`src/rtl/ram_arbiter.sv`:
```
// Single-port program RAM arbiter between CPU instruction fetch and the loader/debug port.
// Tie-break policy: define ARB_ROUND_ROBIN_EN for round-robin, otherwise CPU has fixed priority.
module ram_arbiter #(
  parameter int unsigned ADDR_W  = 16,
  parameter int unsigned DATA_W  = 16,
  parameter int unsigned RAM_LAT = 2
) (
  input  logic              clk,
  input  logic              rst,
  input  logic              cpu_req,
  input  logic [ADDR_W-1:0] cpu_addr,
  output logic [DATA_W-1:0] cpu_ins,
  output logic              cpu_ack,
  input  logic              ld_req,
  input  logic              ld_we,
  input  logic [ADDR_W-1:0] ld_addr,
  input  logic [DATA_W-1:0] ld_wdata,
  output logic [DATA_W-1:0] ld_rdata,
  output logic              ld_ack,
  input  logic              ld_hold,
  output logic              ram_en,
  output logic              ram_we,
  output logic [ADDR_W-1:0] ram_addr,
  output logic [DATA_W-1:0] ram_wdata,
  input  logic [DATA_W-1:0] ram_rdata,
  output logic              busy,
  output logic              grant_ld
);

  localparam int unsigned CNT_W = 3;

  typedef enum logic [1:0] {S_IDLE, S_ISSUE, S_WAIT, S_DONE} state_t;

  state_t             r_state;
  logic [CNT_W-1:0]   r_cnt;
  logic               r_we;
  logic [ADDR_W-1:0]  r_addr;
  logic [DATA_W-1:0]  r_wdata;
  logic [DATA_W-1:0]  r_cpu_ins;
  logic [DATA_W-1:0]  r_ld_rdata;
  logic               r_cpu_ack;
  logic               r_ld_ack;
  logic               r_ram_en;
  logic               r_ram_we;
  logic               r_busy;
  logic               r_grant_ld;

  logic               w_cpu_elig;
  logic               w_ld_elig;
  logic               w_pick_ld;

  assign w_cpu_elig = cpu_req & ~ld_hold;
  assign w_ld_elig  = ld_req;

`ifdef ARB_ROUND_ROBIN_EN
  // Pointer remembers who was granted last; reset value lets the CPU win the first tie.
  logic r_last_ld;
  assign w_pick_ld = w_ld_elig & (~w_cpu_elig | ~r_last_ld);

  always_ff @(posedge clk) begin
    if (!rst) begin
      r_last_ld <= 1'b1;
    end else if (r_state == S_IDLE && (w_cpu_elig || w_ld_elig)) begin
      r_last_ld <= w_pick_ld;
    end
  end
`else
  assign w_pick_ld = w_ld_elig & ~w_cpu_elig;
`endif

  // Transaction sequencer: grant, one-cycle issue, latency countdown, ack.
  always_ff @(posedge clk) begin
    if (!rst) begin
      r_state    <= S_IDLE;
      r_cnt      <= '0;
      r_we       <= 1'b0;
      r_addr     <= '0;
      r_wdata    <= '0;
      r_cpu_ins  <= '0;
      r_ld_rdata <= '0;
      r_cpu_ack  <= 1'b0;
      r_ld_ack   <= 1'b0;
      r_ram_en   <= 1'b0;
      r_ram_we   <= 1'b0;
      r_busy     <= 1'b0;
      r_grant_ld <= 1'b0;
    end else begin
      r_cpu_ack <= 1'b0;
      r_ld_ack  <= 1'b0;
      case (r_state)
        S_IDLE: begin
          if (w_cpu_elig || w_ld_elig) begin
            r_state    <= S_ISSUE;
            r_busy     <= 1'b1;
            r_ram_en   <= 1'b1;
            r_grant_ld <= w_pick_ld;
            if (w_pick_ld) begin
              r_addr   <= ld_addr;
              r_wdata  <= ld_wdata;
              r_we     <= ld_we;
              r_ram_we <= ld_we;
            end else begin
              r_addr   <= cpu_addr;
              r_wdata  <= '0;
              r_we     <= 1'b0;
              r_ram_we <= 1'b0;
            end
          end
        end
        S_ISSUE: begin
          r_ram_en <= 1'b0;
          r_ram_we <= 1'b0;
          if (r_we) begin
            r_state   <= S_DONE;
            r_cpu_ack <= ~r_grant_ld;
            r_ld_ack  <= r_grant_ld;
          end else begin
            r_state <= S_WAIT;
            r_cnt   <= CNT_W'(RAM_LAT - 1);
          end
        end
        S_WAIT: begin
          if (r_cnt == '0) begin
            r_state   <= S_DONE;
            r_cpu_ack <= ~r_grant_ld;
            r_ld_ack  <= r_grant_ld;
            if (r_grant_ld) begin
              r_ld_rdata <= ram_rdata;
            end else begin
              r_cpu_ins <= ram_rdata;
            end
          end else begin
            r_cnt <= r_cnt - CNT_W'(1);
          end
        end
        S_DONE: begin
          r_state <= S_IDLE;
          r_busy  <= 1'b0;
        end
        default: begin
          r_state <= S_IDLE;
          r_busy  <= 1'b0;
        end
      endcase
    end
  end

  assign cpu_ins   = r_cpu_ins;
  assign cpu_ack   = r_cpu_ack;
  assign ld_rdata  = r_ld_rdata;
  assign ld_ack    = r_ld_ack;
  assign ram_en    = r_ram_en;
  assign ram_we    = r_ram_we;
  assign ram_addr  = r_addr;
  assign ram_wdata = r_wdata;
  assign busy      = r_busy;
  assign grant_ld  = r_grant_ld;

endmodule

```
`config.mk`:
```
export PLATFORM = sky130hd
export DESIGN_NAME = ram_arbiter
export DESIGN_NICKNAME = d
export VERILOG_FILES = /design/src/rtl/ram_arbiter.sv
export SDC_FILE = /design/constraint.sdc
export NUM_CORES = 1
export LEC_CHECK = 0
export BUFFER_PORTS_ARGS = -buffer_cell sky130_fd_sc_hd__clkbuf_2
export CAP_MARGIN = 20
export CORE_ASPECT_RATIO = 0.6
export CORE_MARGIN = 2
export CORE_UTILIZATION = 42
export CTS_BUF_LIST = sky130_fd_sc_hd__clkbuf_16
export CTS_CLUSTER_SIZE = 40
export DETAILED_ROUTE_END_ITERATION = 7
export MAX_ROUTING_LAYER = met4
export PLACE_DENSITY = 0.75
export RECOVER_POWER = 25
export SLEW_MARGIN = 5
export SYNTH_ARGS = -nofsm -noshare
export SYNTH_HDL_FRONTEND = slang
export SYNTH_SLANG_ARGS = --single-unit
```
`constraint.sdc`:
```
create_clock -name clk -period 1.6 [get_ports clk]
set_clock_uncertainty 0.2 [all_clocks]
set_input_delay 0.32 -clock clk [delete_from_list [all_inputs] [get_ports clk]]
set_output_delay 0.32 -clock clk [all_outputs]
set_load 0.02 [all_outputs]
```
# Word-level counts from Yosys, hierarchy flattened

Cells that the tools add are included.
Widths: inputs -> output; s select.

Bitwise operators: 5
Reductions and logical operators: 13
Muxes and demuxes: 21
Equality and inequality tests: 7
$add $sub $neg: 1

Operators by type and width:

| operator            | number |
|---|---|
| $mux 16             | 2 |
| $pmux 1 s2          | 5 |
| $reduce_and 3->1    | 3 |
| $mux 1              | 8 |
| $ne 2x2->1 const B  | 4 |
| $pmux 2 s4          | 1 |
| $reduce_and 2->1    | 4 |
| $mux 3              | 2 |
| $pmux 3 s2          | 1 |
| $reduce_bool 2->1   | 3 |
| $eq 2x2->1 const B  | 2 |
| $mux 2              | 2 |
| $logic_not 3->1     | 1 |
| $not 1->1           | 3 |
| $sub 3x1->3 const B | 1 |
| $and 1x1->1         | 2 |
| $eq 2x1->1 const B  | 1 |
| $logic_not 2->1     | 1 |
| $logic_or 1x1->1    | 1 |

Output and inout port bits: 70
Word-level logic and storage cells: 60
Bits of input ports: 70
Bits in registers: 76

# Longest topological paths before layout

Depth in word-level cells: 7
Depth in mapped cells: 8
Depth with buffers taken out: 7

# Least setup slack after synthesis

No wires, ideal clock.

Path type: reg2reg
Start: reg r_cnt[0]
End: reg r_ld_rdata[5], in the netlist ld_rdata[5]
Cell stages (with the launch flop): 8
Path slack: -0.111 ns
Setup time: 0.072 ns
Arrival: 1.439 ns
Cell sequence: dfxtp_1 > inv_1 > ha_1 > ha_1 > nand3_1 > clkbuf_1 > nand2_1 > a21oi_1

Word-level cells in the longest chain between the ends: 2

Ends and longest elaborated chain:

| what                       | RTL line | source |
|---|---|---|
| start, declared            | 35       | `logic [CNT_W-1:0] r_cnt;` |
| start signal, assigned     | 119      | `r_cnt <= CNT_W'(RAM_LAT - 1);` |
| start signal, assigned     | 133      | `r_cnt <= r_cnt - CNT_W'(1);` |
| $logic_not 3->1            | 123      | `if (r_cnt == '0) begin` |
| $reduce_and 3->1 (no line) | n/a      |  |
| end signal, assigned       | 128      | `r_ld_rdata <= ram_rdata;` |
| end, declared              | 40       | `logic [DATA_W-1:0] r_ld_rdata;` |

No other way between the ends.
A chain may end at the register's enable or synchronous reset.

# Final worst setup path

Start: reg r_state[1]
End: reg r_wdata[2], in the netlist ram_wdata[2]

Word-level cells in the longest chain between the ends: 2

Ends and longest elaborated chain:

| what                       | RTL line | source |
|---|---|---|
| start, declared            | 34       | `state_t r_state;` |
| start signal, assigned     | 74       | `r_state <= S_IDLE;` |
| start signal, assigned     | 93       | `r_state <= S_ISSUE;` |
| start signal, assigned     | 114      | `r_state <= S_DONE;` |
| $logic_not 2->1            | 90       | `case (r_state)` |
| $reduce_and 2->1 (no line) | n/a      |  |
| end signal, assigned       | 99       | `r_wdata <= ld_wdata;` |
| end, declared              | 38       | `logic [DATA_W-1:0] r_wdata;` |

No other way between the ends.

==> impl_metrics.json <==
{
  "status": "complete, no violations",
  "cp.buffers_inverters": 3,
  "ys_seq_elements": 76,
  "cp-end-kind": "register",
  "first_global_vias": 2869,
  "critical_path.cell_chain": "inv_4 > ha_4 > buf_6 > and3_4 > buf_12 > a22oi_2 > nor2b_1",
  "rrSetupSlack_ns": 0.01,
  "gp_congestion": 0.806,
  "setup_viol": 0,
  "synth_common_cells": "dfxtp_1 (76), nand2_1 (70), a21oi_1 (34)",
  "worst_setup_path_start_kind": "register",
  "grt_overflow": 0,
  "via_per_inst": 4.96,
  "fillers": 629,
  "drive_above_1_share_pct": 40.3,
  "drt-total-wl_um": 8940,
  "period_share_pct": 99.2,
  "worstMarginPinSlew_ns": 0.291,
  "critPathMaxFanout": 5,
  "h-tree-depth": 3,
  "clock_latency_ns": 0.33,
  "cts_buffer_depth": 2,
  "period_needed_ns": 1.59,
  "async_flop_share_pct": 0,
  "setup_tns_ns": 0,
  "layout.area.seq_mm2": 0.00153,
  "io_pins": 140,
  "cp_data_arrival_time_ns": 1.61,
  "hold_buffers": 0,
  "grt_antenna_before_repair": 0,
  "synth_top_area_cell": "dfxtp_1",
  "p_per_area_mw_per_mm2": 1700,
  "path_delay_family": "flip-flops",
  "peakVddDrop_mv": 0.834,
  "dp_slack_ns": -0.182,
  "nets": 592,
  "hold_viol_final": 0,
  "synth-edff-count": 0,
  "yosysMostFrequentCell": "dfxtp_1",
  "avgSynthCellArea_um2": 8.98,
  "stdcell_count": 623,
  "track_usage_pct": 22.1,
  "root_buffer": "clkbuf_16",
  "synth_cell_types": 40,
  "cts_buffers": 9,
  "num_antenna_cells": 0,
  "min_path_type": "in2reg",
  "p_total_w": 0.00800,
  "die_w_um": 116,
  "num_rows": 24,
  "syn-cell-area_mm2": 0.00319,
  "vias": 3089,
  "slew_violations": 0,
  "synthTopCellsByArea": "dfxtp_1 (48%), nand2_1 (8.2%), a21oi_1 (5.3%)",
  "wl_per_cell_um": 14.3,
  "numPortBuffers": 139,
  "fin_util_pct": 64.6,
  "netlist.area_leader.share_pct": 47.7,
  "start_util_pct": 43.7,
  "synth_flop_cell": "dfxtp_1",
  "cp_slowest_cell": "dfxtp_4",
  "drtIter0Drc": 164,
  "multi_input_area_mm2": 0.00167,
  "ff2ff_path_depth": 7,
  "syn_nets": 433,
  "cp.depth": 7,
  "grt_start_max_net_pins": 33,
  "clk_pin_slew_ns": 0.06,
  "syn_inst": 355,
  "critical_path.max_stage_delay_ns": 0.38,
  "cp_data_required_time_ns": 1.62,
  "ant_nets": 0,
  "drv_cap": 0,
  "cts_tree": "built",
  "dp.cells": 597,
  "grt_first_pass_wirelength_um": 13900,
  "core_mm2": 0.00730,
  "firstDrtPassIters": 4,
  "clkSinkCount": 76,
  "crit_type": "reg2reg",
  "synth_warnings": 0,
  "dieArea_mm2": 0.00832,
  "synthToLayoutAreaGrowth_pct": 47.9,
  "p_leak_nw": 1.95,
  "min_delay_path_depth": 3,
  "dieHeight_um": 71.5,
  "hpwl_um": 6190,
  "fmax_ghz": 0.630,
  "setup_ws_ns": 0.0120,
  "drc": 0,
  "max-slew-margin-rel_pct": 80.7,
  "rsz0062_at_grt": "true",
  "ys_seq_area_share_pct": 47.7
}
per-layer routing:
layer | up-vias | track usage (%) | part of all wire [%]
met3 | 5 | 7.61 | 6.4
met2 | 94 | 34.8 | 47
met5 | - | - | 0
met1 | 1457 | 28.1 | 46
met4 | 0 | 3.97 | 0.59
li1 | 1533 | - | -
path summary, 6_finish.rpt:
| check | startpoint | end |
|---|---|---|
| hold / removal | ram_rdata[6] | cpu_ins[6] |
| setup / recovery | r_state[1] | ram_wdata[2] |
| hold reg to reg | cpu_ins[8] | cpu_ins[8] |
| setup reg to reg | r_state[1] | ram_wdata[2] |
layout by cell type, fill, tap and decap left out, types with 13 or more instances in the layout:
cell type,Yosys,layout
a21oi_1,34,30
dfxtp_1,76,71
o21ai_0,24,24
nor2b_1,22,22
clkbuf_2,0,110
nand3b_1,16,16
nand2_1,70,68
a22oi_2,8,17
clkbuf_1,11,29
buf_4,1,16
a21boi_1,9,13
power by group:
| group | total, W | switching [W] | internal, W |
|---|---|---|---|
| clock | 0.00210 | 0.000760 | 0.00134 |
| sequential | 0.00255 | 0.000251 | 0.00229 |
| combinational | 0.00336 | 0.00186 | 0.00150 |
registers in the layout, summed over array words and instances (netlist names):
register / count
grant_ld: 1
r_state: 2
busy: 1
cpu_ins: 16
ld_ack: 1
cpu_ack: 1
ram_we: 1
ram_wdata: 16
ram_addr: 16
r_cnt: 3
r_we: 1
ld_rdata: 16
ram_en: 1
worst reg2reg max path: stages (launching register included):
cell	delay, ns
dfxtp_4	0.38
inv_4	0.06
ha_4	0.16
buf_6	0.12
and3_4	0.20
buf_12	0.14
a22oi_2	0.14
nor2b_1	0.07
logic make-up (layout without fill, tap and decap cells):
logic type,after synthesis,in the layout,share of synthesized area (%)
adder cells (fa/ha/maj),8,8,3.14
multiplexers,1,1,0.314
flip-flops,76,76,47.7
AND/OR/NAND/NOR,126,126,20.8
buffers and inverters,31,195,5.10
AO/OA/AOI/OAI,113,113,22.9
final cells by class:
| class | count | share of cell area, % |
|---|---|---|
| clock buffers | 9 | 4.78 |
| clock inverters | 7 | 1.75 |
| inverters | 8 | 0.690 |
| multi-input cells | 248 | 35.3 |
| flip-flops and latches | 76 | 32.5 |
| well taps | 104 | 2.76 |
| repair buffers | 171 | 22.2 |
what timing repair did:
action                     4_1_cts  5_1_grt
setup endpoints to repair       59       68
gates cloned                     0        2
buffers inserted                 5        3
gates resized for setup         22       32
pin swaps                        6       15
metrics by stage:
step / hold WS (ns) / cell area, µm²
3_5_place_dp: 0.247 / 4100
3_3_place_gp: 0.236 / 4100
4_1_cts: 0.00818 / 4560
2_1_floorplan: 0.232 / 3190
5_1_grt: 0.0252 / 4710
6_report: 0.0131 / 4710
Power figures use the tool's default switching activity.
